## config.mk

```make
export PLATFORM = sky130hd
export DESIGN_NAME = fetch_redirect_ctrl
export DESIGN_NICKNAME = d
export VERILOG_FILES = /design/src/rtl/fetch_redirect_ctrl_pkg.sv /design/src/rtl/redirect_prio_sel.sv /design/src/rtl/fetch_redirect_ctrl.sv
export SDC_FILE = /design/constraint.sdc
export NUM_CORES = 1
export LEC_CHECK = 0
export BUFFER_PORTS_ARGS = -buffer_cell sky130_fd_sc_hd__buf_2
export CORE_AREA = 2 2 115 117
export DETAILED_ROUTE_END_ITERATION = 10
export DIE_AREA = 0 0 117 119
export HOLD_SLACK_MARGIN = 0.15
export SLEW_MARGIN = 10
export SYNTH_ARGS = -nofsm -noshare
export SYNTH_HDL_FRONTEND = slang
export SYNTH_SLANG_ARGS = --single-unit
```

## constraint.sdc

```tcl
create_clock -name clk -period 6 [get_ports clk]
set_input_delay 1.5 -clock clk [delete_from_list [all_inputs] [get_ports clk]]
set_output_delay 1.5 -clock clk [all_outputs]
set_load 0.005 [all_outputs]
```

## src/rtl/fetch_redirect_ctrl_pkg.sv

```systemverilog
// Shared definitions for the fetch redirect controller: redirect kinds, FSM states, defaults.
// Combinational helpers only; no latency.
// No flow control.
package fetch_redirect_ctrl_pkg;

    // Numeric order equals arbitration priority.
    typedef enum logic [2:0] {
        RK_NONE = 3'd0,
        RK_BR   = 3'd1,
        RK_IRQ  = 3'd2,
        RK_MRET = 3'd3,
        RK_EXC  = 3'd4
    } redir_kind_t;

    typedef enum logic [1:0] {
        ST_IDLE  = 2'd0,
        ST_HOLD  = 2'd1,
        ST_DRAIN = 2'd2
    } state_t;

    localparam int       CAUSE_W_DEF   = 5;
    localparam logic [4:0] IRQ_CAUSE_DEF = 5'd11;
    localparam int       CNT_W         = 3;

    function automatic logic is_trap(input redir_kind_t k);
        return (k == RK_EXC) || (k == RK_IRQ);
    endfunction

endpackage

```

## src/rtl/redirect_prio_sel.sv

```systemverilog
// Priority encoder picking the winning redirect source with its target, cause and epc.
// Zero latency, purely combinational.
// No flow control; the caller decides whether the winner is consumed.
module redirect_prio_sel
    import fetch_redirect_ctrl_pkg::*;
#(
    parameter int                 CAUSE_W   = CAUSE_W_DEF,
    parameter logic [CAUSE_W-1:0] IRQ_CAUSE = CAUSE_W'(11)
) (
    input  logic               br_taken,
    input  logic [31:0]        br_target,
    input  logic               exc_req,
    input  logic [CAUSE_W-1:0] exc_cause,
    input  logic [31:0]        exc_pc,
    input  logic               mret_req,
    input  logic [31:0]        mepc,
    input  logic [31:0]        mtvec,
    input  logic               irq_pending,
    input  logic               irq_enable,
    input  logic               commit_valid,
    input  logic [31:0]        commit_pc,
    output redir_kind_t        req_kind,
    output logic [31:0]        req_target,
    output logic [CAUSE_W-1:0] req_cause,
    output logic [31:0]        req_epc
);

    logic [31:0] trap_vec;
    assign trap_vec = mtvec & ~32'h3;

    always_comb begin
        req_kind   = RK_NONE;
        req_target = '0;
        req_cause  = '0;
        req_epc    = '0;
        if (exc_req) begin
            req_kind   = RK_EXC;
            req_target = trap_vec;
            req_cause  = exc_cause;
            req_epc    = exc_pc;
        end else if (mret_req) begin
            req_kind   = RK_MRET;
            req_target = mepc;
        end else if (irq_pending && irq_enable && commit_valid) begin
            req_kind   = RK_IRQ;
            req_target = trap_vec;
            req_cause  = IRQ_CAUSE;
            req_epc    = commit_pc;
        end else if (br_taken) begin
            req_kind   = RK_BR;
            req_target = br_target;
        end
    end

endmodule

```

## src/rtl/fetch_redirect_ctrl.sv

```systemverilog
// PC redirect scheduler: arbitrates exc/mret/irq/branch into one IF redirect plus flushes and trap commit.
// Zero-latency redirect in IDLE; held in HOLD while IF stalls; DRAIN blanks requests afterwards.
// Backpressure via if_allow_in: redirect is held (higher priority may overwrite) until IF accepts.
module fetch_redirect_ctrl
    import fetch_redirect_ctrl_pkg::*;
#(
    parameter int                 DRAIN_CYCLES = 2,
    parameter int                 CAUSE_W      = CAUSE_W_DEF,
    parameter logic [CAUSE_W-1:0] IRQ_CAUSE    = CAUSE_W'(11)
) (
    input  logic               clk,
    input  logic               rst,
    input  logic               br_taken,
    input  logic [31:0]        br_target,
    input  logic               exc_req,
    input  logic [CAUSE_W-1:0] exc_cause,
    input  logic [31:0]        exc_pc,
    input  logic               mret_req,
    input  logic [31:0]        mepc,
    input  logic [31:0]        mtvec,
    input  logic               irq_pending,
    input  logic               irq_enable,
    input  logic               commit_valid,
    input  logic [31:0]        commit_pc,
    input  logic               if_allow_in,
    output logic               redir_valid,
    output logic [31:0]        redir_target,
    output logic               flush_id,
    output logic               flush_ex,
    output logic               trap_taken,
    output logic [CAUSE_W-1:0] trap_cause,
    output logic [31:0]        trap_epc,
    output logic               in_drain
);

    state_t             state, state_nxt;
    redir_kind_t        pend_kind, pend_kind_nxt;
    logic [31:0]        pend_tgt, pend_tgt_nxt;
    logic [CNT_W-1:0]   drain_cnt, drain_cnt_nxt;

    redir_kind_t        req_kind, eff_kind;
    logic [31:0]        req_target;
    logic [CAUSE_W-1:0] req_cause;
    logic [31:0]        req_epc;

    logic               valid_c, fid_c, fex_c, trap_c, drain_c;
    logic [31:0]        tgt_c;

    redirect_prio_sel #(.CAUSE_W(CAUSE_W), .IRQ_CAUSE(IRQ_CAUSE)) u_prio (
        .br_taken     (br_taken),
        .br_target    (br_target),
        .exc_req      (exc_req),
        .exc_cause    (exc_cause),
        .exc_pc       (exc_pc),
        .mret_req     (mret_req),
        .mepc         (mepc),
        .mtvec        (mtvec),
        .irq_pending  (irq_pending),
        .irq_enable   (irq_enable),
        .commit_valid (commit_valid),
        .commit_pc    (commit_pc),
        .req_kind     (req_kind),
        .req_target   (req_target),
        .req_cause    (req_cause),
        .req_epc      (req_epc)
    );

    always_ff @(posedge clk or posedge rst) begin
        if (rst) begin
            state     <= ST_IDLE;
            pend_kind <= RK_NONE;
            pend_tgt  <= '0;
            drain_cnt <= '0;
        end else begin
            state     <= state_nxt;
            pend_kind <= pend_kind_nxt;
            pend_tgt  <= pend_tgt_nxt;
            drain_cnt <= drain_cnt_nxt;
        end
    end

    always_comb begin
        state_nxt     = state;
        pend_kind_nxt = pend_kind;
        pend_tgt_nxt  = pend_tgt;
        drain_cnt_nxt = drain_cnt;
        eff_kind      = RK_NONE;
        valid_c       = 1'b0;
        tgt_c         = '0;
        fid_c         = 1'b0;
        fex_c         = 1'b0;
        trap_c        = 1'b0;
        drain_c       = 1'b0;
        case (state)
            ST_IDLE: begin
                if (req_kind != RK_NONE) begin
                    eff_kind = req_kind;
                    valid_c  = 1'b1;
                    tgt_c    = req_target;
                    trap_c   = is_trap(req_kind);
                    if (if_allow_in) begin
                        if (req_kind != RK_BR) begin
                            state_nxt     = ST_DRAIN;
                            drain_cnt_nxt = CNT_W'(DRAIN_CYCLES);
                        end
                    end else begin
                        state_nxt     = ST_HOLD;
                        pend_kind_nxt = req_kind;
                        pend_tgt_nxt  = req_target;
                    end
                end
            end
            ST_HOLD: begin
                valid_c  = 1'b1;
                eff_kind = pend_kind;
                tgt_c    = pend_tgt;
                // Overwrite only while IF still stalls; on the accepting cycle the held redirect wins.
                if (!if_allow_in && (req_kind > pend_kind)) begin
                    eff_kind      = req_kind;
                    tgt_c         = req_target;
                    trap_c        = is_trap(req_kind) && !is_trap(pend_kind);
                    pend_kind_nxt = req_kind;
                    pend_tgt_nxt  = req_target;
                end
                if (if_allow_in) begin
                    pend_kind_nxt = RK_NONE;
                    pend_tgt_nxt  = '0;
                    if (pend_kind != RK_BR) begin
                        state_nxt     = ST_DRAIN;
                        drain_cnt_nxt = CNT_W'(DRAIN_CYCLES);
                    end else begin
                        state_nxt = ST_IDLE;
                    end
                end
            end
            ST_DRAIN: begin
                drain_c       = 1'b1;
                drain_cnt_nxt = drain_cnt - 1'b1;
                if (drain_cnt <= CNT_W'(1)) begin
                    state_nxt     = ST_IDLE;
                    drain_cnt_nxt = '0;
                end
            end
            default: state_nxt = ST_IDLE;
        endcase
        fid_c = valid_c;
        fex_c = valid_c && (eff_kind != RK_BR);
    end

    // Outputs are forced low while reset is asserted, independent of the live request inputs.
    assign redir_valid  = valid_c & ~rst;
    assign redir_target = rst ? '0 : tgt_c;
    assign flush_id     = fid_c & ~rst;
    assign flush_ex     = fex_c & ~rst;
    assign trap_taken   = trap_c & ~rst;
    assign trap_cause   = (trap_c && !rst) ? req_cause : '0;
    assign trap_epc     = (trap_c && !rst) ? req_epc : '0;
    assign in_drain     = drain_c & ~rst;

endmodule

```

==> out/summary.log <==
[placement] worst setup timing slack at the placement stage 0.367 ns
[pwr] Peak VDD IR 0.000138 V
[yosys] library cells used by synthesis 49
[timing] Finish-stage setup viols 0
[critical_path] Critical-path top delay cell or3_4
[timing] Tcrit/Tclk final 94.1%
[clocking] clock buffer depth 2
[global_routing] maximum number of pins on one net before global-route repair 51
[floorplan] site row count 42
[critical_path] critical-path maximum fanout 37
[timing] worst setup skew after layout 0.00525 ns
[global_routing] Total GRT Usage 19.1%
[pwr] final total power 1590 µW
[critical_path] sort of element at the start of the critical path input port
[drt] Via density 5.38
[drt] first drt pass iteration count 5
[pwr] total leakage power 0.00260 µW
[critical_path] largest delay contributor family on the critical path simple AND/OR/NAND/NOR gates
[yosys] Main synth FF type dfrtp_1
[critical_path] cell-by-cell listing of the critical path buf_2, nand3_1, a21oi_1, ha_1, and3_1, or3_4, o31ai_2, nand2_1, buf_4, a21oi_1, buf_2
[timing] PnR worst setup slack 0.357 ns
[clocking] cts bufs inserted 5
[floorplan] DIE AREA 13,900 µm²
[pwr] power density over cell area 306 nW/µm²
[yosys] syn nets 654
[timing] max-slew violations 0
[yosys] top-count cell post-synth a22oi_1
[placement] weighted congestion reported at the end of routability-driven placement 0.888
[timing] Final Hold Fails 0
[yosys] adder-cell share of the synthesized area 1.69%
[timing] Slew Limit Headroom 19.4%
[drt] Wirelength per Cell 16.0 µm
[floorplan] vertical die dimension 119 µm
[yosys] combined area of all synthesized cells 3700 µm²
[flow_run] Max-cap violations 0
[clocking] clock latency at the later pin of the worst-skew pair 0.28 ns
[critical_path] data required time of the critical path 4.50 ns
[floorplan] effective utilization at floorplan 28.8%
[global_routing] via count of the first global-routing pass 4,444
[yosys] ranking of synthesized cells by area dfrtp_1 (27%), a22oi_1 (13%), a221o_1 (7.8%)
[critical_path] arrival time at the worst endpoint 4.14 ns
[clocking] number of sinks on the clock net 40
[worst_hold_path] classification of the worst-slack hold path reg -> reg
[clocking] quantity of gates resized following cts 0
[yosys] multiplexer area fraction after synthesis 1.12%
[placement] final HPWL from detailed placement 10,400 µm
[timing] fmax 177 MHz
[clocking] H-tree Lvls 2
[clocking] number of hold buffers added after cts 0
[final_layout] Area growth, synth to finish 40.1%
[clocking] postcts setup bufs 0
[yosys] Async S/R FF share, synth 100%
[yosys] Yosys warning count 0
[yosys] sequential element share of the synthesized area 27.0%
[critical_path] kind of critical path in -> out
[timing] setup repair after global routing missed its margin no
[global_routing] total grt overflow 0
[drt] vias after detailed routing 4,682
[critical_path] worst path buffer plus inverter count 3
[timing] minimum period implied by the final worst setup slack 5.64 ns
[yosys] combinational family with the most area after synthesis compound AO/OA/AOI/OAI gates
[drt] WL final 13,900 µm
[critical_path] endpoint class of the critical path primary output
[global_routing] wire length of the first global-routing pass 21,400 µm
[global_routing] antenna violations before repair 1
[yosys] top cell type by total area after synthesis dfrtp_1
[yosys] top cell types by occurrence after synthesis a22oi_1 (63), nor2_1 (54), a21oi_1 (42)
[drt] count of unresolved DRC violations after routing 0
[yosys] post-synthesis register bit count 40
[critical_path] maximum cell stage delay along the critical path 0.41 ns
[timing] final sum of negative setup slack 0 ns
[drt] DRC violation total after the first TritonRoute iteration 310
[drt] antenna violation net count after detailed routing 0
[floorplan] core box area 12,900 µm²
[yosys] compound-cell area share of the yosys netlist 41.9%
[timing] Fin Hold WS 0.507 ns
[clocking] Worst-path clk slew 0.06 ns
[yosys] Synth Area in XOR/XNOR 0.237%
[timing] slew at the pin with the worst max-slew slack 1.20 ns
[yosys] synthesized instance count 475
[yosys] Avg Inst Size Synth 7.79 µm²
[outcome] run status completed
[final_layout] fraction of final layout cells sized beyond drive strength 1 41.3%
[yosys] basic-gate share of the synthesized area counting and, or, nand and nor cells 20.3%
[final_layout] number of nets in the finished design 871
[yosys] number of synthesized flops with an enable pin 0
[floorplan] top-level I/O count 248
[yosys] area share of the leading cell type in the synthesized netlist 27.0%
[floorplan] die width 117 µm
[clocking] TritonCTS clock tree done
[placement] number of buffer cells added on primary ports 245
[clocking] root buffer selected by CTS clkbuf_16
-- sequential cells by signal, summed over array words and instances, names as in the netlist --
signal	count
pend_tgt	32
drain_cnt	3
pend_kind	3
state	2
-- final cells by class --
type / count / area, µm²
Antenna cell: 1 / 2.50
Clock buffer: 5 / 125
Clock inverter: 3 / 42.5
Fill cell: 1319 / 7690
Inverter: 10 / 37.5
Multi-Input combinational cell: 377 / 2430
Sequential cell: 40 / 1000
Tap cell: 176 / 220
Timing Repair Buffer: 258 / 1320
-- worst reg2reg max path, stage by stage (launching register included) --
cell and delay [ns]:
dfrtp_1 0.43, inv_1 0.07, ha_1 0.32, and3_1 0.16
or2_1 0.29, nor3_2 0.96, a22oi_1 0.17, o22ai_1 0.22
-- layer usage --
metal / GRT usage, % / part of all wire [%] / up-vias
met5: 0 / 0 / -
met4: 6.32 / 1.7 / 0
met1: 23.3 / 42 / 2206
met2: 34.1 / 51 / 196
met3: 2.34 / 6.2 / 14
li1: - / - / 2266
-- worst paths after layout --
check                                          from                  endpoint  slack (ns)  cells after the start
setup / recovery                       commit_valid              trap_epc[18]        0.36                     11
hold / removal             pend_tgt[19]$_DFFE_PP0P_  pend_tgt[19]$_DFFE_PP0P_        0.51                      1
setup reg to reg           pend_kind[1]$_DFFE_PP0P_  pend_kind[1]$_DFFE_PP0P_        3.31                      7
hold reg to reg            pend_tgt[19]$_DFFE_PP0P_  pend_tgt[19]$_DFFE_PP0P_        0.51                      1
max in group asynchronous                       rst   pend_tgt[7]$_DFFE_PP0P_        4.27                      3
min in group asynchronous                       rst  pend_tgt[26]$_DFFE_PP0P_        1.35                      3
-- stage by stage --
step / instance area (µm²) / instances / utilization, %
floorplan: 3700 / 475 / -
global placement: 5020 / 861 / 39.0
detailed placement: 5020 / 861 / 39.0
CTS: 5180 / 869 / 40.3
global route: 5190 / 870 / 40.3
finish: 5190 / 870 / 40.3
-- placed cells by master (no fill, tap or decap), drive strengths merged, types with 2 or more instances in the layout --
master / n
o31ai: 3
or2: 2
a22o: 31
dfrtp: 40
o21ai: 20
inv: 9
clkbuf: 5
a22oi: 63
nor2: 57
a21oi: 43
a221o: 30
clkinv: 2
o22ai: 6
nand2: 37
mux2i: 3
and3: 19
nand3: 33
ha: 5
and2: 2
nor3: 6
buf: 258
-- power by group --
part           switching (µW)  leakage, µW  internal [µW]
logic                     458      0.00201            343
registers                98.9     0.000514            389
clock network             104    0.0000798            195
total                     661      0.00260            928
-- kinds of logic after synthesis --
group                      count (synthesis)
muxes                                      4
adders and majority gates                  5
and+or+nand+nor                          161
DFF                                       40
buffers and inverters                     58
xor gates and xnor gates                   1
AOI/OAI and AO/OA                        206
Power figures use the tool's default switching activity.
